$ cat config.mk
export PLATFORM = sky130hd
export DESIGN_NAME = fixed_point_accumulator_flat
export DESIGN_NICKNAME = d
export VERILOG_FILES = /design/src/rtl/fixed_point_pkg.sv /design/src/rtl/fixed_point_accumulator_if.sv /design/src/rtl/adder.sv /design/src/rtl/sat_clamp.sv /design/src/rtl/fixed_point_accumulator.sv /design/src/flat_wrapper.sv
export SDC_FILE = /design/constraint.sdc
export NUM_CORES = 1
export LEC_CHECK = 0
export BUFFER_PORTS_ARGS = -buffer_cell sky130_fd_sc_hd__buf_2
export CAP_MARGIN = 20
export CORE_MARGIN = 2
export CORE_UTILIZATION = 40
export DETAILED_ROUTE_END_ITERATION = 8
export HOLD_SLACK_MARGIN = 0.08
export SYNTH_ARGS = -nofsm -noshare
export SYNTH_HDL_FRONTEND = slang
export SYNTH_HIERARCHICAL = 1
export SYNTH_SLANG_ARGS = --single-unit
$ cat constraint.sdc
create_clock -name clk -period 3 [get_ports clk]
set_input_delay 0.6 -clock clk [delete_from_list [all_inputs] [get_ports clk]]
set_output_delay 0.6 -clock clk [all_outputs]
set_load 0.05 [all_outputs]
$ cat src/rtl/fixed_point_pkg.sv
// fixed_point_pkg: shared width default, FSM state encoding and signed range helpers
package fixed_point_pkg;
  localparam int FP_N = 16;
  typedef enum logic [1:0] {IDLE, ACCUM, HOLD} acc_state_e;
  function automatic logic [63:0] max_pos(input int n);
    return (64'd1 << (n - 1)) - 64'd1;
  endfunction
  function automatic logic [63:0] min_neg(input int n);
    return 64'd1 << (n - 1);
  endfunction
endpackage

$ cat src/rtl/fixed_point_accumulator_if.sv
// fixed_point_accumulator_if: operand stream in, result stream out
interface fixed_point_accumulator_if
  import fixed_point_pkg::*;
#(
  parameter int N = FP_N,
  parameter int CNT_W = 8
);
  logic in_valid;
  logic in_ready;
  logic [N-1:0] in_data;
  logic in_sub;
  logic in_last;
  logic out_valid;
  logic out_ready;
  logic [N-1:0] out_data;
  logic out_overflow;
  logic [CNT_W-1:0] out_count;
  modport master (
    output in_valid, in_data, in_sub, in_last, out_ready,
    input in_ready, out_valid, out_data, out_overflow, out_count
  );
  modport slave (
    input in_valid, in_data, in_sub, in_last, out_ready,
    output in_ready, out_valid, out_data, out_overflow, out_count
  );
endinterface

$ cat src/rtl/adder.sv
// adder: combinational two's complement add/subtract with overflow and true sign
module adder #(
  parameter int N = 16
) (
  input  logic [N-1:0] A,
  input  logic [N-1:0] B,
  input  logic         is_subtract,
  output logic [N-1:0] result,
  output logic         overflow_flag,
  output logic         negative,
  output logic         carry
);
  logic [N:0] wide;
  logic [N:0] uns;
  // One extra sign bit keeps the infinite-precision sign of the sum
  assign wide = is_subtract ? {A[N-1], A} - {B[N-1], B} : {A[N-1], A} + {B[N-1], B};
  assign uns = {1'b0, A} + {1'b0, is_subtract ? ~B : B} + {{N{1'b0}}, is_subtract};
  assign result = wide[N-1:0];
  assign overflow_flag = wide[N] ^ wide[N-1];
  assign negative = wide[N];
  assign carry = uns[N];
endmodule

$ cat src/rtl/sat_clamp.sv
// sat_clamp: overflow handling for the accumulator; ACC_SATURATE_EN selects clamp, else wrap
module sat_clamp
  import fixed_point_pkg::*;
#(
  parameter int N = FP_N
) (
  input  logic [N-1:0] result,
  input  logic         overflow_flag,
  input  logic         negative,
  output logic [N-1:0] next_acc
);
`ifdef ACC_SATURATE_EN
  localparam logic [N-1:0] MAX_POS = N'(max_pos(N));
  localparam logic [N-1:0] MIN_NEG = N'(min_neg(N));
  always_comb next_acc = overflow_flag ? (negative ? MIN_NEG : MAX_POS) : result;
`else
  logic unused_flags;
  assign unused_flags = overflow_flag ^ negative;
  always_comb next_acc = result;
`endif
endmodule

$ cat src/rtl/fixed_point_accumulator.sv
// fixed_point_accumulator: framed running sum with sticky overflow and beat count.
// ACC_SATURATE_EN clamps the sum on overflow; otherwise it wraps.
module fixed_point_accumulator
  import fixed_point_pkg::*;
#(
  parameter int N = FP_N,
  parameter int CNT_W = 8
) (
  input logic clk,
  input logic rst_n,
  input logic clear,
  fixed_point_accumulator_if.slave bus
);
  acc_state_e state_q, state_d;
  logic [N-1:0] acc_q, acc_d, out_data_q, out_data_d, sum, next_acc;
  logic [CNT_W-1:0] count_q, count_d, out_count_q, out_count_d, count_inc;
  logic ovf_q, ovf_d, out_ovf_q, out_ovf_d, add_ovf, add_neg, adder_carry_unused;
  logic beat, last_beat, done, flush;
  adder #(.N(N)) u_adder (
    .A(acc_q),
    .B(bus.in_data),
    .is_subtract(bus.in_sub),
    .result(sum),
    .overflow_flag(add_ovf),
    .negative(add_neg),
    .carry(adder_carry_unused)
  );
  sat_clamp #(.N(N)) u_clamp (
    .result(sum),
    .overflow_flag(add_ovf),
    .negative(add_neg),
    .next_acc(next_acc)
  );
  assign beat = bus.in_valid && bus.in_ready;
  assign last_beat = beat && bus.in_last;
  assign done = bus.out_valid && bus.out_ready;
  // Leaving HOLD and clear both return the frame state to zero
  assign flush = clear || done;
  assign count_inc = &count_q ? count_q : count_q + 1'b1;
  always_ff @(posedge clk or negedge rst_n) begin
    if (!rst_n) begin
      state_q <= IDLE;
      acc_q <= '0;
      count_q <= '0;
      ovf_q <= 1'b0;
      out_data_q <= '0;
      out_count_q <= '0;
      out_ovf_q <= 1'b0;
    end else begin
      state_q <= state_d;
      acc_q <= acc_d;
      count_q <= count_d;
      ovf_q <= ovf_d;
      out_data_q <= out_data_d;
      out_count_q <= out_count_d;
      out_ovf_q <= out_ovf_d;
    end
  end
  always_comb begin
    state_d = clear ? IDLE
            : state_q == HOLD ? (done ? IDLE : HOLD)
            : beat ? (bus.in_last ? HOLD : ACCUM)
            : state_q;
  end
  always_comb begin
    acc_d = flush ? '0 : beat ? next_acc : acc_q;
    count_d = flush ? '0 : beat ? count_inc : count_q;
    ovf_d = flush ? 1'b0 : beat ? (ovf_q | add_ovf) : ovf_q;
    out_data_d = flush ? '0 : last_beat ? next_acc : out_data_q;
    out_count_d = flush ? '0 : last_beat ? count_inc : out_count_q;
    out_ovf_d = flush ? 1'b0 : last_beat ? (ovf_q | add_ovf) : out_ovf_q;
  end
  always_comb begin
    bus.in_ready = state_q != HOLD;
    bus.out_valid = state_q == HOLD;
    bus.out_data = out_data_q;
    bus.out_count = out_count_q;
    bus.out_overflow = out_ovf_q;
  end
endmodule
$ cat src/flat_wrapper.sv
// flat-port wrapper written by rule: the top's interface ports become plain ports
module fixed_point_accumulator_flat import fixed_point_pkg::*;
#(
  parameter int N = FP_N,
  parameter int CNT_W = 8
)
  (clk, rst_n, clear, bus_in_valid, bus_in_data, bus_in_sub, bus_in_last, bus_out_ready, bus_in_ready, bus_out_valid, bus_out_data, bus_out_overflow, bus_out_count);
  fixed_point_accumulator_if #(.N(N), .CNT_W(CNT_W)) bus_i ();
  input logic clk;
  input logic rst_n;
  input logic clear;
  input wire logic [$bits(bus_i.in_valid)-1:0] bus_in_valid;
  input wire logic [$bits(bus_i.in_data)-1:0] bus_in_data;
  input wire logic [$bits(bus_i.in_sub)-1:0] bus_in_sub;
  input wire logic [$bits(bus_i.in_last)-1:0] bus_in_last;
  input wire logic [$bits(bus_i.out_ready)-1:0] bus_out_ready;
  output wire logic [$bits(bus_i.in_ready)-1:0] bus_in_ready;
  output wire logic [$bits(bus_i.out_valid)-1:0] bus_out_valid;
  output wire logic [$bits(bus_i.out_data)-1:0] bus_out_data;
  output wire logic [$bits(bus_i.out_overflow)-1:0] bus_out_overflow;
  output wire logic [$bits(bus_i.out_count)-1:0] bus_out_count;
  assign bus_i.in_valid = bus_in_valid;
  assign bus_i.in_data = bus_in_data;
  assign bus_i.in_sub = bus_in_sub;
  assign bus_i.in_last = bus_in_last;
  assign bus_i.out_ready = bus_out_ready;
  assign bus_in_ready = bus_i.in_ready;
  assign bus_out_valid = bus_i.out_valid;
  assign bus_out_data = bus_i.out_data;
  assign bus_out_overflow = bus_i.out_overflow;
  assign bus_out_count = bus_i.out_count;
  fixed_point_accumulator #(.N(N), .CNT_W(CNT_W)) u_core (.clk(clk), .rst_n(rst_n), .clear(clear), .bus(bus_i));
endmodule
==> impl_metrics.csv, run 1 <==
group,metric,value,unit
sta,rsz0062_at_grt,"yes",
job,maxCapViolations,0,
status,status,"complete, but fails checks",
routing,vias,3259,
power,netSwitchingFraction,38.54,%
power,powerDensity,500.6,mW/mm²
setup_path,arrival,3610,ps
setup_path,end_kind,"register",
setup_path,reg2regPathDepth,9,
sta,whs,347.5,ps
cts,clk_latency,300,ps
floorplan,std_cell_rows,34,
sta,slew_violations,0,
power,p_clk_share,17.7,%
setup_path,startpoint,"bus_in_data[1]",
place,dp_hpwl,6665,µm
sta,fin_crit,3439,ps
sta,tightest_slew,751.1,ps
cells_and_area,areaGrowthSynthToFinish,26.66,%
routing,drtIter0Drc,152,
global_route,antenna_found_initial,0,
global_route,grt.total_usage,19.04,%
synthesis,synth_nets,465,
cts,tritoncts,"built",
global_route,grt_pass1_vias,3265,
setup_path,crit-reg2reg-launch,"u_core/acc_q[4]",
power,vdd_drop_max,239.6,µV
floorplan,die_h,98.50,µm
sta,hold_violations,0,
cells_and_area,multi_input_area,0.002116,mm²
routing,wire_per_inst,14.61,µm
setup_path,cp_max_fo,3,
sta,setup_viol,14,
status,violations,"setup timing",
routing,first_pass_iters,4,
setup_path,r2r_slack,360,ps
cells_and_area,regArea,0.001301,mm²
global_route,grt_pass1_wl,15390,µm
cells_and_area,post_route_cells_drive_above_1_share,31.84,%
power,p_int,1392,µW
setup_path,crit_family,"simple AND/OR/NAND/NOR gates",
routing,drc,0,
hold_path,hold_path_class,"input pin to asynchronous set/reset pin",
place,place_ws,-967.3,ps
sta,finalSetupTns,-3497,ps
routing,vias_per_cell,5.231,
routing,wl,9099,µm
power,comb_power_share,46.3,%
setup_path,start_kind,"input pin",
setup_path,max_stage_delay,390,ps
place,place_area,0.004218,mm²
setup_path,path_depth,17,
cts,cts_root_buf,"clkbuf_8",
floorplan,initial_core_util,41.16,%
floorplan,die_w,98.50,µm
sta,finClkSkew,4.401,ps
place,place.port_buffers,49,
cells_and_area,final_cell_area,0.004524,mm²
sta,setup_ws,-439.3,ps
setup_path,worstPathRequired,3170,ps
setup_path,reg2reg_to,"u_core/bus.out_overflow",
routing,antenna_left,0,
cts,cts_sinks,52,
place,place_congestion,0.9159,
setup_path,critPathBufInv,3,
synthesis,synth_warnings,6,
setup_path,crit_chain,"buf_8, inv_6, ha_4, or3b_4, nor4b_4, buf_4, a21oi_2, xnor2_1, ha_1, a21oi_1, o21ai_2, and3_4, a2111oi_4, xnor2_2, xor3_1, nor3_1, nor3_1",
global_route,grt_max_degree,47,
setup_path,crit_end,"u_core/bus.out_overflow",
cells_and_area,nets,556,
floorplan,coreArea,0.008678,mm²
cts,cts_hold_buf,0,
setup_path,crit_top_cell,"nor3_1",
sta,max-slew-margin-rel,49.81,%
cts,cts_max_level,2,
cts,clk_path_buf_depth,2,
global_route,grt.overflow.total,0,
setup_path,crit_type,"input pin to register",
sta,fmax,290.8,MHz
cells_and_area,n_fill_cell,851,
cts,cts_buffers,5,
power,seq_power_share,36.1,%
floorplan,num_io_pins,50,
power,switchingPower,872.8,µW
synthesis,synth_cells,423,
power,power.leakage,0.002153,µW
setup_path,slowest_stage,"or3b_4",
sta,min_period_over_period,114.6,%
cells_and_area,antenna_cells,0,
synthesis,syn_area_per_cell,8.445,µm²
cts,path_clk_slew,100,ps
synthesis,netlist_area,0.003572,mm²
cells_and_area,fin_util,52.13,%
floorplan,die-area,0.009702,mm²
==> worst reg2reg max path: stages (launching register included) <==
cell       delay, ps
dfrtp_1          420
ha_1             340
a21oi_1          150
nor2b_1           70
o41a_1           430
a2111oi_4        410
xnor2_2          170
xor3_1           260
nor3_1           180
nor3_1            70
==> timing repair <==
item,4_1_cts,5_1_grt
setup buffers,7,5
resized for setup,18,13
pin swaps,18,7
hold endpoints to repair,0,0
cloned,0,0
endpoints found under the setup margin,15,16
==> final cells by class <==
type	instances	share of cell area [%]
Timing Repair Buffer	123	18.22
Inverter	12	1.383
Clock inverter	1	0.1936
Tap cell	108	2.987
Multi-Input combinational cell	320	46.76
Sequential cell	52	28.76
Clock buffer	7	1.687
==> metal layers <==
layer | vias to the layer above | wire length (µm) | global-route usage [%]
met3 | 6 | 297 | 2.766
met2 | 63 | 4513 | 33.23
met4 | 0 | 68 | 3.688
li1 | 1627 | - | -
met1 | 1563 | 4219 | 25.41
met5 | - | 0 | 0
==> registers in the layout (all words and copies together), names as in the netlist <==
signal	cells
u_core/count_q	8
u_core/state_q	2
u_core/acc_q	16
u_core/bus.out_data	16
u_core/bus.out_overflow	1
u_core/ovf_q	1
u_core/bus.out_count	8
==> worst min-delay path by stage <==
stage / slack (ps) / cells after the start / start / end
after floorplan: 300 / 0 / rst_n / u_core/acc_q[0]
after global placement: 490 / 2 / u_core/ovf_q / u_core/ovf_q
after detailed placement: 500 / 2 / u_core/bus.out_count[6] / u_core/bus.out_count[6]
after CTS: 370 / 1 / rst_n / u_core/bus.out_data[1]
after global routing: 390 / 1 / rst_n / u_core/bus.out_data[1]
final: 350 / 1 / rst_n / u_core/acc_q[1]
==> power groups by stage <==
stage	clock network (µW)	registers (µW)	logic [µW]
CTS	421	819	995
global route	442	828	1150
detailed placement	0	833	946
global placement	0	831	933
finish	400	817	1050
floorplan	0	921	641
==> placed cells by master, fill, tap and decap left out, types with 3 or more instances in the layout <==
cell type / n
a21o_1: 3
a21oi_1: 63
a21oi_2: 5
and3_1: 4
buf_2: 47
buf_4: 73
clkbuf_8: 5
dfrtp_1: 52
ha_1: 17
inv_1: 9
mux2i_1: 3
nand2_1: 75
nand3_1: 8
nor2_1: 25
nor2_2: 5
nor3_1: 14
o211ai_1: 4
o21a_1: 5
o21ai_0: 8
o21bai_1: 3
xnor2_1: 20
xor2_1: 7
==> metrics by stage <==
step | std cells | power [µW]
2_1_floorplan | 423 | 1563
3_3_place_gp | 604 | 1764
3_5_place_dp | 604 | 1779
4_1_cts | 618 | 2234
5_1_grt | 623 | 2418
6_report | 623 | 2265
(Power assumes the default switching activity.)
==> run 2, diff against run 1 <==
--- a/config.mk
+++ b/config.mk
@@ -9,8 +9,10 @@
 export CAP_MARGIN = 20
 export CORE_MARGIN = 2
 export CORE_UTILIZATION = 40
+export CTS_BUF_LIST = sky130_fd_sc_hd__clkbuf_8
 export DETAILED_ROUTE_END_ITERATION = 8
 export HOLD_SLACK_MARGIN = 0.08
+export PLACE_DENSITY_LB_ADDON = 0.1
 export SYNTH_ARGS = -nofsm -noshare
 export SYNTH_HDL_FRONTEND = slang
 export SYNTH_HIERARCHICAL = 1
==> run 2 against run 1 <==
Compared with the run above: the run still ends with setup timing left; count of clock-buffer cells in the layout down 1; via count down 1.2%; power up 1.8%; sequential power about the same; clock skew about the same; maximum frequency down 2.4%; first-iteration DRC count down 9.2%; die area unchanged.
==> impl_metrics.csv, run 2 (synthesis gave the netlist of run 1 again) <==
group,metric,value,unit
status,status,"complete, but fails checks",
status,violations,"setup timing",
setup_path,crit-reg2reg-launch,"u_core/acc_q[4]",
job,maxCapViolations,0,
place,place_congestion,0.8936,
cts,path_clk_slew,100,ps
floorplan,num_io_pins,50,
power,powerDensity,503.8,mW/mm²
routing,wire_per_inst,14.42,µm
floorplan,coreArea,0.008678,mm²
cts,clk_path_buf_depth,2,
cells_and_area,layout_commonest_cell,"nand2_1",
setup_path,cp_max_fo,2,
cells_and_area,n_fill_cell,863,
sta,fmax,283.7,MHz
sta,fin_crit,3525,ps
cts,cts_max_level,2,
sta,min_period_over_period,117.5,%
global_route,grt_max_degree,47,
place,dp_hpwl,6470,µm
floorplan,die_w,98.50,µm
routing,vias_per_cell,5.202,
sta,whs,295.4,ps
global_route,grt.total_usage,19.16,%
cts,clk_latency,300,ps
sta,setup_ws,-524.8,ps
floorplan,initial_core_util,41.16,%
floorplan,die-area,0.009702,mm²
sta,max-slew-margin-rel,49.76,%
cells_and_area,post_route_cells_drive_above_1_share,32.68,%
routing,drtIter0Drc,138,
global_route,antenna_found_initial,0,
cts,cts_hold_buf,0,
setup_path,reg2reg_to,"u_core/bus.out_overflow",
cts,cts_buffers,5,
global_route,grt.overflow.total,0,
setup_path,worstPathRequired,3170,ps
routing,wl,8927,µm
cells_and_area,antenna_cells,0,
setup_path,r2r_slack,240,ps
sta,hold_violations,0,
routing,drc,0,
power,vdd_drop_max,223.7,µV
setup_path,reg2regPathDepth,9,
sta,slew_violations,0,
cells_and_area,areaGrowthSynthToFinish,28.16,%
setup_path,crit_end,"u_core/bus.out_overflow",
cells_and_area,nets,552,
hold_path,hold_path_class,"input pin to asynchronous set/reset pin",
cells_and_area,final_cell_mix,"nand2_1 (76), buf_4 (64), a21oi_1 (63), dfrtp_1 (52), buf_2 (47)",
setup_path,arrival,3690,ps
cts,cts_sinks,52,
setup_path,start_kind,"input pin",
power,power.leakage,0.002154,µW
floorplan,die_h,98.50,µm
sta,rsz0062_at_grt,"yes",
global_route,grt_pass1_wl,15290,µm
setup_path,end_kind,"register",
floorplan,std_cell_rows,34,
power,total_power,2306,µW
place,place.port_buffers,49,
sta,setup_viol,14,
sta,tightest_slew,753.6,ps
cts,tritoncts,"built",
routing,first_pass_iters,4,
cells_and_area,fin_util,52.75,%
setup_path,crit_type,"input pin to register",
cts,cts_root_buf,"clkbuf_8",
sta,finClkSkew,4.883,ps
routing,vias,3220,
setup_path,startpoint,"bus_in_data[1]",
global_route,grt_pass1_vias,3269,
routing,antenna_left,0,
-- run 2: changes by cell type in the layout (fill, tap and decap cells not counted), moves of 2 or more --
cell / before / now
nor2_4: 1 / 3
clkbuf_1: 2 / 0
nor3_1: 14 / 12
nor2_1: 25 / 23
nor3_2: 0 / 2
buf_4: 73 / 64
buf_6: 1 / 5
-- run 2: layer usage --
layer  global-route usage [%]  wire length (µm)  vias up
met5                        0                 0        -
met4                    3.477                46        0
met3                    2.340               185        4
met2                    34.96              4597       32
met1                    24.63              4097     1564
li1                         -                 -     1620
-- run 2: where the power goes --
| part | switching (µW) | total [µW] | internal [µW] | leakage (µW) |
|---|---|---|---|---|
| clock network | 234 | 419 | 185 | 0.0000486 |
| registers | 49.1 | 819 | 770 | 0.000706 |
| logic | 593 | 1070 | 476 | 0.00140 |
-- run 2: layout make-up --
cell class | count | area, µm² | area share, %
multi-input combinational | 320 | 2161 | 47.20
timing repair buffer | 119 | 822.0 | 17.96
clock inverter | 2 | 11.26 | 0.2460
tap | 108 | 135.1 | 2.952
sequential | 52 | 1301 | 28.42
inverter | 12 | 65.06 | 1.421
clock buffer | 6 | 82.58 | 1.804
-- run 2: how the worst min path moves through the flow --
stage / from / end / slack [ps] / cells past startpoint
after CTS: rst_n / u_core/bus.out_data[11] / 310 / 1
after floorplan: rst_n / u_core/acc_q[0] / 300 / 0
final: rst_n / u_core/bus.out_data[10] / 300 / 1
after global routing: rst_n / u_core/count_q[0] / 330 / 1
after detailed placement: u_core/bus.out_count[6] / u_core/bus.out_count[6] / 500 / 2
after global placement: u_core/bus.out_count[6] / u_core/bus.out_count[6] / 490 / 2
-- run 2: critical path, cell delays in order --
cell,delay [ps]
buf_8,100
inv_6,40
ha_4,120
or3b_4,390
nor4b_4,280
a31oi_1,160
xnor2_1,160
ha_1,320
a21o_1,210
a21oi_2,140
nor2_2,60
a2111oi_4,350
xnor2_1,200
xor3_1,310
nor3_2,180
nor3_1,70
-- run 2: repair_timing --
item / 4_1_cts / 5_1_grt
pin swaps: 24 / 11
endpoints found under the setup margin: 16 / 16
resized for setup: 31 / 14
setup buffers: 9 / 2
-- run 2: metrics by stage --
step / worst slack (ps) / setup TNS [ps] / area, µm² / instances
2_1_floorplan: -620.3 / -2643 / 3606 / 423
3_3_place_gp: -1013 / -10560 / 4208 / 601
3_5_place_dp: -1109 / -10690 / 4208 / 601
4_1_cts: -552.4 / -2708 / 4498 / 617
5_1_grt: -636.5 / -5444 / 4578 / 619
6_report: -524.8 / -3367 / 4578 / 619
==> run 3, diff against run 2 <==
--- a/config.mk
+++ b/config.mk
@@ -13,7 +13,7 @@
 export DETAILED_ROUTE_END_ITERATION = 8
 export HOLD_SLACK_MARGIN = 0.08
 export PLACE_DENSITY_LB_ADDON = 0.1
+export SETUP_SLACK_MARGIN = 0.5
 export SYNTH_ARGS = -nofsm -noshare
 export SYNTH_HDL_FRONTEND = slang
-export SYNTH_HIERARCHICAL = 1
 export SYNTH_SLANG_ARGS = --single-unit
==> run 3 against run 2 <==
Compared with the run above: the flow still finishes with violations (setup timing); die area is 6.0% lower; first-iteration DRC count is 39% higher; design area is 2.0% lower; sequential share of layout area is 0.57 points higher; count of clock-buffer cells in the layout is 1 lower; non-clock buffer count is 14 lower; area after synthesis is 6.3% lower.
==> impl_metrics.csv, run 3 <==
group,metric,value,unit
sta,hold_violations,0,
cts,cts_sinks,52,
status,violations,"setup timing",
sta,finClkSkew,10.58,ps
synthesis,synth_top_cell_area_share,38.86,%
setup_path,critPathBufInv,1,
synthesis,yosysUniqueCellTypes,47,
setup_path,max_stage_delay,570,ps
power,total_power,2395,µW
synthesis,synthTopCellsByCount,"nand2_1 (61), dfrtp_1 (52), a21oi_1 (51)",
cts,path_clk_slew,110,ps
cells_and_area,nets,531,
synthesis,synth-seq-cells,52,
global_route,antenna_found_initial,0,
cells_and_area,layout_commonest_cell,"nand2_1",
sta,min_period_over_period,106.3,%
routing,first_pass_iters,4,
global_route,met1_usage,26.80,%
sta,max-slew-margin-rel,46.30,%
cells_and_area,fin_util,54.90,%
synthesis,netlist_area,0.003348,mm²
floorplan,die_w,95.49,µm
power,powerDensity,533.6,mW/mm²
place,place_inst,578,
global_route,grt.total_usage,19.29,%
sta,fmax,313.6,MHz
place,place_area,0.004081,mm²
setup_path,worstPathRequired,3200,ps
cts,clk_path_buf_depth,2,
global_route,grt-busiest-layer,"met2",
routing,antenna_left,0,
sta,setup_viol,6,
routing,drtIter0Drc,192,
place,place.port_buffers,49,
cells_and_area,final_cell_mix,"nand2_1 (60), buf_4 (54), dfrtp_1 (52), buf_2 (46), a21oi_1 (38)",
routing,wl,8330,µm
hold_path,hold_path_class,"input pin to asynchronous set/reset pin",
cells_and_area,antenna_cells,0,
floorplan,coreArea,0.008175,mm²
global_route,use_met3,2.372,%
cts,cts_hold_buf,0,
setup_path,start_kind,"input pin",
synthesis,synth_seq_area_share,38.86,%
place,place_congestion,0.7915,
floorplan,initial_core_util,40.96,%
synthesis,yosysMostFrequentCell,"nand2_1",
synthesis,synth_warnings,0,
setup_path,slowest_stage,"or4_4",
setup_path,end_kind,"register",
synthesis,synth_cells,396,
cells_and_area,n_fill_cell,787,
status,status,"complete, but fails checks",
synthesis,synth_edf_count,0,
synthesis,synth_top_area_cell,"dfrtp_1",
global_route,grt.met2_usage,31.98,%
cts,cts_root_buf,"clkbuf_8",
cells_and_area,post_route_cells_drive_above_1_share,34.90,%
cells_and_area,fin_cells,595,
setup_path,arrival,3390,ps
cts,clk_latency,310,ps
job,maxCapViolations,0,
cts,cts_buffers,5,
setup_path,crit_chain,"buf_6, or4_4, nor4_4, nor2_1, xnor2_1, ha_1, nand2_1, o21ai_2, or3_4, or4_4, nand3_4, xnor2_4, o21ai_1",
sta,setup_ws,-188.6,ps
sta,slew_violations,0,
synthesis,syn_area_per_cell,8.455,µm²
floorplan,num_io_pins,50,
cells_and_area,areaGrowthSynthToFinish,34.04,%
cts,cts_max_level,2,
floorplan,die_h,95.49,µm
sta,rsz0062_at_grt,"yes",
synthesis,synth_nets,438,
setup_path,crit_type,"input pin to register",
routing,drc,0,
cts,tritoncts,"built",
synthesis,yosys-top-cells-area,"dfrtp_1 (39%), a21oi_1 (7.6%), nand2_1 (6.8%), ha_1 (6.7%), xnor2_1 (6.5%)",
power,vdd_drop_max,229.2,µV
global_route,grt.overflow.total,0,
sta,tightest_slew,805.4,ps
power,power.leakage,0.002065,µW
global_route,grt_pass1_vias,3074,
synthesis,synth_top_flop_cell,"dfrtp_1",
global_route,grt_pass1_wl,14050,µm
synthesis,async_reset_ff_share,100.0,%
place,dp_hpwl,6049,µm
cells_and_area,regArea,0.001301,mm²
routing,vias_per_cell,5.252,
global_route,grt_max_degree,39,
floorplan,die-area,0.009118,mm²
setup_path,crit_family,"simple AND/OR/NAND/NOR gates",
setup_path,cp_max_fo,4,
cells_and_area,final_cell_area,0.004488,mm²
floorplan,std_cell_rows,33,
sta,fin_crit,3189,ps
setup_path,crit_top_cell,"or4_4",
routing,wire_per_inst,14.00,µm
cells_and_area,multi_input_area,0.002223,mm²
place,place_ws,-473.0,ps
routing,vias,3125,
[run 3: cell count changes in the layout (fill, tap and decap cells not counted), moves of 5 or more]
cell and change:
a21oi_1 -25, nor2_2 -5, a21oi_2 +10, nor3_1 -6, nand2_1 -16, nor2_1 +14, o21ai_1 +5, buf_4 -10
nand3_1 +6
[run 3: what timing repair did]
| action | 4_1_cts | 5_1_grt |
|---|---|---|
| gates cloned | 0 | 0 |
| endpoints found under the setup margin | 22 | 24 |
| endpoints found under the hold margin | 0 | 0 |
| pin swaps | 17 | 25 |
| setup buffers | 5 | 4 |
| resized for setup | 27 | 27 |
[run 3: cell type report]
cell class / count / area share (%)
inverter: 11 / 1.032
clock buffer: 5 / 1.533
tap: 105 / 2.927
timing repair buffer: 105 / 15.42
sequential: 52 / 28.99
multi-input combinational: 314 / 49.54
clock inverter: 3 / 0.5576
[run 3: final timing paths]
path / start / to / slack, ps / cells after the start
max: bus_in_data[3] / u_core.ovf_q / -190 / 13
min: rst_n / u_core.bus.out_count[7] / 300 / 1
max reg2reg: u_core.acc_q[0] / u_core.ovf_q / 540 / 10
min reg2reg: u_core.bus.out_data[14] / u_core.bus.out_data[14] / 520 / 2
max in group asynchronous: rst_n / u_core.acc_q[14] / 2010 / 2
min in group clk: clear / u_core.state_q[0] / 490 / 2
[run 3: logic make-up (layout without fill, tap and decap cells)]
family / count (synthesis) / count (layout) / synth area share, %
buffers and inverters: 30 / 124 / 4.260
muxes: 4 / 4 / 1.233
AOI/OAI and AO/OA: 107 / 107 / 19.28
and+or+nand+nor: 152 / 152 / 20.67
xor gates and xnor gates: 32 / 32 / 8.371
DFF: 52 / 52 / 38.86
adders and majority gates: 19 / 19 / 7.325
[run 3: through the flow]
stage	TNS (ps)	hold WS, ps
finish	-643.5	303.3
global route	-1630	338.6
CTS	-178.1	319.9
detailed placement	-5185	495.0
global placement	-4490	469.7
floorplan	-1143	304.4
[run 3: where the power goes]
| group | internal (µW) | total (µW) | switching, µW |
|---|---|---|---|
| Clock | 171 | 426 | 255 |
| Sequential | 770 | 827 | 56.8 |
| Combinational | 510 | 1140 | 632 |
[run 3: layer usage]
layer  vias to the layer above  routed length, µm
met5                         -                  0
met4                         0                 82
met3                         6                246
met2                        62               3992
met1                      1479               4008
li1                       1578                  -
[run 3: worst reg2reg max path, delay by kind of cell (launching register included)]
kind	cells	cell delay, ps
AOI/OAI and AO/OA	4	730
adders and majority gates	2	620
DFF	1	370
xor gates and xnor gates	2	370
and+or+nand+nor	1	220
buffers and inverters	1	50
